`src/rtl/up_sampler.sv`:
```
// 2x nearest-neighbour upsampler: pops FIFO pixels, emits each twice, replays each line from a line buffer.
// Latency: rd_en at t, FIFO valid at t+1, first valid_out at t+2; the replay pass is 3 cycles per input pixel.
// Backpressure: while valid_out=1 and ready_in=0 the state and outputs hold; no pop is issued outside FETCH.
module up_sampler #(
    parameter int IN_WIDTH  = 320,
    parameter int IN_HEIGHT = 240
) (
    input  logic       clk,
    input  logic       rst,
    input  logic       empty,
    output logic       rd_en,
    input  logic [7:0] din,
    input  logic       valid,
    input  logic       ready_in,
    output logic       valid_out,
    output logic [7:0] dout,
    output logic       sof,
    output logic       eol
);

    localparam int CW = (IN_WIDTH  > 1) ? $clog2(IN_WIDTH)  : 1;
    localparam int RW = (IN_HEIGHT > 1) ? $clog2(IN_HEIGHT) : 1;
    localparam logic [CW-1:0] COL_LAST = CW'(IN_WIDTH - 1);
    localparam logic [RW-1:0] ROW_LAST = RW'(IN_HEIGHT - 1);

    typedef enum logic [2:0] {
        FETCH,
        WAIT,
        EMIT_A,
        EMIT_B,
        REP_RD,
        REP_A,
        REP_B
    } state_t;

    state_t        state_q, state_d;
    logic [CW-1:0] col_q, col_d;
    logic [RW-1:0] row_q, row_d;
    logic          pass_q, pass_d;
    logic [7:0]    pix_q, pix_d;
    logic          lb_we, lb_re;
    logic [7:0]    lb_q;
    logic          col_last;

    // Line buffer holds the live line for the replay pass; deliberately not reset.
    logic [7:0] line_buf [IN_WIDTH];

    always_ff @(posedge clk) begin
        if (lb_we) begin
            line_buf[col_q] <= din;
        end
        if (lb_re) begin
            lb_q <= line_buf[col_q];
        end
    end

    assign col_last = (col_q == COL_LAST);

    always_comb begin
        state_d   = state_q;
        col_d     = col_q;
        row_d     = row_q;
        pass_d    = pass_q;
        pix_d     = pix_q;
        rd_en     = 1'b0;
        valid_out = 1'b0;
        dout      = pix_q;
        sof       = 1'b0;
        eol       = 1'b0;
        lb_we     = 1'b0;
        lb_re     = 1'b0;

        case (state_q)
            FETCH: begin
                // Gated by reset so no pop escapes while the block is held in reset.
                rd_en = !empty && rst;
                if (!empty) begin
                    state_d = WAIT;
                end
            end
            WAIT: begin
                if (valid) begin
                    pix_d   = din;
                    lb_we   = 1'b1;
                    state_d = EMIT_A;
                end
            end
            EMIT_A: begin
                valid_out = 1'b1;
                sof       = (row_q == '0) && (col_q == '0) && !pass_q;
                if (ready_in) begin
                    state_d = EMIT_B;
                end
            end
            EMIT_B: begin
                valid_out = 1'b1;
                eol       = col_last;
                if (ready_in) begin
                    if (!col_last) begin
                        col_d   = col_q + CW'(1);
                        state_d = FETCH;
                    end else begin
                        col_d   = '0;
                        pass_d  = 1'b1;
                        state_d = REP_RD;
                    end
                end
            end
            REP_RD: begin
                lb_re   = 1'b1;
                state_d = REP_A;
            end
            REP_A: begin
                // Buffer output is stable here, so dout stays valid across a stall.
                valid_out = 1'b1;
                dout      = lb_q;
                pix_d     = lb_q;
                if (ready_in) begin
                    state_d = REP_B;
                end
            end
            REP_B: begin
                valid_out = 1'b1;
                eol       = col_last;
                if (ready_in) begin
                    if (!col_last) begin
                        col_d   = col_q + CW'(1);
                        state_d = REP_RD;
                    end else begin
                        col_d   = '0;
                        pass_d  = 1'b0;
                        row_d   = (row_q == ROW_LAST) ? '0 : row_q + RW'(1);
                        state_d = FETCH;
                    end
                end
            end
            default: begin
                state_d = FETCH;
            end
        endcase
    end

    always_ff @(posedge clk or negedge rst) begin
        if (!rst) begin
            state_q <= FETCH;
            col_q   <= '0;
            row_q   <= '0;
            pass_q  <= 1'b0;
            pix_q   <= '0;
        end else begin
            state_q <= state_d;
            col_q   <= col_d;
            row_q   <= row_d;
            pass_q  <= pass_d;
            pix_q   <= pix_d;
        end
    end

endmodule

```
`config.mk`:
```
export PLATFORM = sky130hd
export DESIGN_NAME = up_sampler
export DESIGN_NICKNAME = d
export VERILOG_FILES = /design/src/rtl/up_sampler.sv
export SDC_FILE = /design/constraint.sdc
export NUM_CORES = 2
export LEC_CHECK = 0
export BUFFER_PORTS_ARGS = -buffer_cell sky130_fd_sc_hd__buf_2
export CORE_UTILIZATION = 50
export DETAILED_ROUTE_END_ITERATION = 12
export PLACE_DENSITY = 0.68
export SETUP_SLACK_MARGIN = 0.3
export SLEW_MARGIN = 20
export SYNTH_ARGS = -nofsm -noshare
export SYNTH_HDL_FRONTEND = slang
export SYNTH_SLANG_ARGS = --single-unit
```
`constraint.sdc`:
```
create_clock -name clk -period 3.9 [get_ports clk]
set_clock_uncertainty 0.05 [all_clocks]
set_input_delay 0.195 -clock clk [delete_from_list [all_inputs] [get_ports clk]]
set_output_delay 0.195 -clock clk [all_outputs]
set_load 0.005 [all_outputs]
```
==> results_dict.tcl <==
set metrics [dict create \
    status "finished, final reports clean" \
    die_area_um2 204000 \
    drt_wl_total_um 274000 \
    synthMostInstantiatedCell "edfxtp_1" \
    fin_crit_sh_pct 92.5 \
    yosys_warnings 0 \
    crit_path_max_fanout 27 \
    ys_types 72 \
    drcViolationCount 0 \
    gp_congestion 0.908 \
    cts_sinks 2597 \
    placed_cell_area_um2 108000 \
    clk_latency_ns 0.90 \
    ys.flop_type "edfxtp_1" \
    gr-usage-all-layers_pct 26.9 \
    synthCells 4920 \
    synth_nets 4939 \
    vias_per_cell 6.42 \
    synthTopCellsByCount "edfxtp_1 (2568), mux4_2 (569), nor2_1 (378)" \
    numPortBuffers 24 \
    layout.nets 5535 \
    start_util_pct 50.5 \
    synth_async_sr_flop_share_pct 1.12 \
    syn_area_per_cell_um2 20.6 \
    final_util_pct 58.5 \
    end_kind "flop" \
    synth_area_um2 101000 \
    hold_path_class "input port to async pin" \
    placement_rows 164 \
    dp_slack_ns -0.0811 \
    syn_to_final_growth_pct 15.8 \
    wire_per_inst_um 32.8 \
    power.internal_uw 54100 \
    synth_top_area_share_pct 76.2 \
    arrival_ns 4.19 \
    maxCapViolations 0 \
    cts_buffers 277 \
    min_period_ns 3.61 \
    crit_type "flop to flop" \
    ant_nets 0 \
    seqPwrFrac_pct 40.4 \
    grt_pass1_wl_um 391000 \
    chipWidth_um 452 \
    worst_path_max_delay_cell "dfrtp_4" \
    setup_ws_ns 0.292 \
    htreeDepth 5 \
    gr-total-overflow 0 \
    slew_viol_final 0 \
    cts_tree "done" \
    grt_max_degree 143 \
    powerDensity_nw_per_um2 658 \
    drive_gt1_share_pct 28.3 \
    final_area_um2 117000 \
    antenna_found_initial 6 \
    dp_hpwl_um 173000 \
    first_global_vias 53000 \
    total_power_uw 77100 \
    synthTopCellsByArea "edfxtp_1 (76%), mux4_2 (13%), mux2i_1 (1.9%)" \
    startpoint_type "flop" \
    path_cells "buf_12 -> buf_12 -> buf_12 -> mux4_2 -> a22o_1 -> a221oi_1 -> o22ai_2 -> o21ai_2 -> buf_4 -> nand4_1" \
    worstPathRequired_ns 4.48 \
    n_fill_cell 14100 \
    vias 53700 \
    clockPowerShare_pct 32.3 \
    ys_seq_area_share_pct 76.9 \
    max_clock_freq_mhz 277 \
    ys_ff_latch 2597 \
    die_h_um 452 \
    finalSetupViolCount 0 \
    hold_viol_final 0 \
    peakVddDrop_uv 539 \
    leakagePower_uw 0.0373 \
    dp.cells 7876 \
    p_comb_share_pct 27.4 \
    first_pass_iters 6 \
    drt_iter0_markers 7698 \
    synth_top_area_cell "edfxtp_1" \
    p_sw_uw 23000 \
    max_stage_delay_ns 0.57 \
    ios 25 \
    core_um2 200000 \
    path_common_cell "buf_12" \
    cts_buffer_depth 4 \
    synth_edf_count 2568 \
    worst_pin_slew_ns 1.07 \
    slew_headroom_pct 28.2 \
    cts_root_buffer "clkbuf_16" \
    path_clk_slew_ns 0.06 \
    final_cells 8365 \
    rsz0062_at_grt "true" \
    swShare_pct 29.9 \
]
logic make-up after synthesis:
kind of cell,count (synthesis),synth area share [%]
muxes,773,14.7
adders and majority gates,6,0.0742
AOI/OAI and AO/OA,456,3.21
buffers and inverters,320,1.71
xor gates and xnor gates,10,0.0866
DFF,2597,76.9
and+or+nand+nor,758,3.30
cell usage in the layout (no fill, tap or decap), drive strengths merged, types with 19 or more instances in the layout:
| cell type | netlist | final |
|---|---|---|
| edfxtp | 2568 | 2568 |
| buf | 172 | 614 |
| mux4 | 569 | 569 |
| nor2 | 379 | 379 |
| clkbuf | 138 | 339 |
| mux2i | 189 | 189 |
| nand2 | 149 | 149 |
| a22oi | 108 | 108 |
| clkinv | 1 | 100 |
| nand3 | 77 | 77 |
| a21oi | 65 | 65 |
| o21ai | 64 | 64 |
| a221oi | 51 | 51 |
| a22o | 47 | 47 |
| nand4 | 31 | 31 |
| dfrtp | 29 | 29 |
| nor3 | 27 | 27 |
| o22ai | 26 | 26 |
| bufinv | 0 | 19 |
| nor4 | 19 | 19 |
layer usage:
metal	GRT usage [%]	part of all wire (%)
met1	37.7	38
met2	41.4	47
met3	6.22	11
met4	10.5	4.4
met5	0	0.015
final timing paths:
kind / start / end / slack, ns / depth (start not counted)
max: col_q[1]$_DFFE_PN0P_ / lb_q[4]$_DFFE_PN_ / 0.29 / 10
min: rst / col_q[1]$_DFFE_PN0P_ / 0.05 / 2
max reg2reg: col_q[1]$_DFFE_PN0P_ / lb_q[4]$_DFFE_PN_ / 0.29 / 10
min reg2reg: pass_q$_DFFE_PN0P_ / pass_q$_DFFE_PN0P_ / 0.50 / 2
max in group asynchronous: rst / col_q[3]$_DFFE_PN0P_ / 3.17 / 2
min in group clk: ready_in / state_q[2]$_DFFE_PN0P_ / 0.19 / 4
power by group through the flow:
stage               combinational [uW]  clock [uW]  sequential (uW)
global placement                 20500           0            31700
CTS                              20800       25100            31100
finish                           21100       24900            31100
global route                     21800       26200            31100
floorplan                        12500           0            31500
detailed placement               20600           0            31700
critical path, delay by kind of cell (launching register included):
family                 cells  cell delay (ns)
AOI/OAI and AO/OA          4             1.33
buffers and inverters      4             0.89
DFF                        1             0.57
muxes                      1             0.32
and+or+nand+nor            1             0.08
timing repair:
item                                    CTS  global route
endpoints found under the setup margin    9             9
setup buffers                             3             0
gates resized for setup                  21            19
hold buffers                             13             0
pin swaps                                 0             1
endpoints found under the hold margin   851             0
cell type report:
class                      instances  area [um2]  area share (%)
inverter                          10        45.0          0.0384
antenna                            7        17.5          0.0149
tap                             2656        3320            2.84
sequential                      2597       77900            66.4
multi-input combinational       2003       21900            18.7
clock buffer                     339        7310            6.24
timing repair buffer             627        5710            4.87
clock inverter                   126        1070           0.916
registers in the layout, summed over array words and instances, names as in the netlist:
name	flops
line_buf	2560
col_q	9
lb_q	8
pix_q	8
row_q	8
state_q	3
pass_q	1
through the flow:
| stage | hold WS [ns] | setup TNS, ns |
|---|---|---|
| after floorplan | -0.151 | 0 |
| after global placement | 0.256 | -0.105 |
| after detailed placement | 0.265 | -0.120 |
| after CTS | 0.0150 | 0 |
| after global routing | 0.0671 | 0 |
| final | 0.0499 | 0 |
(Power assumes the default switching activity.)
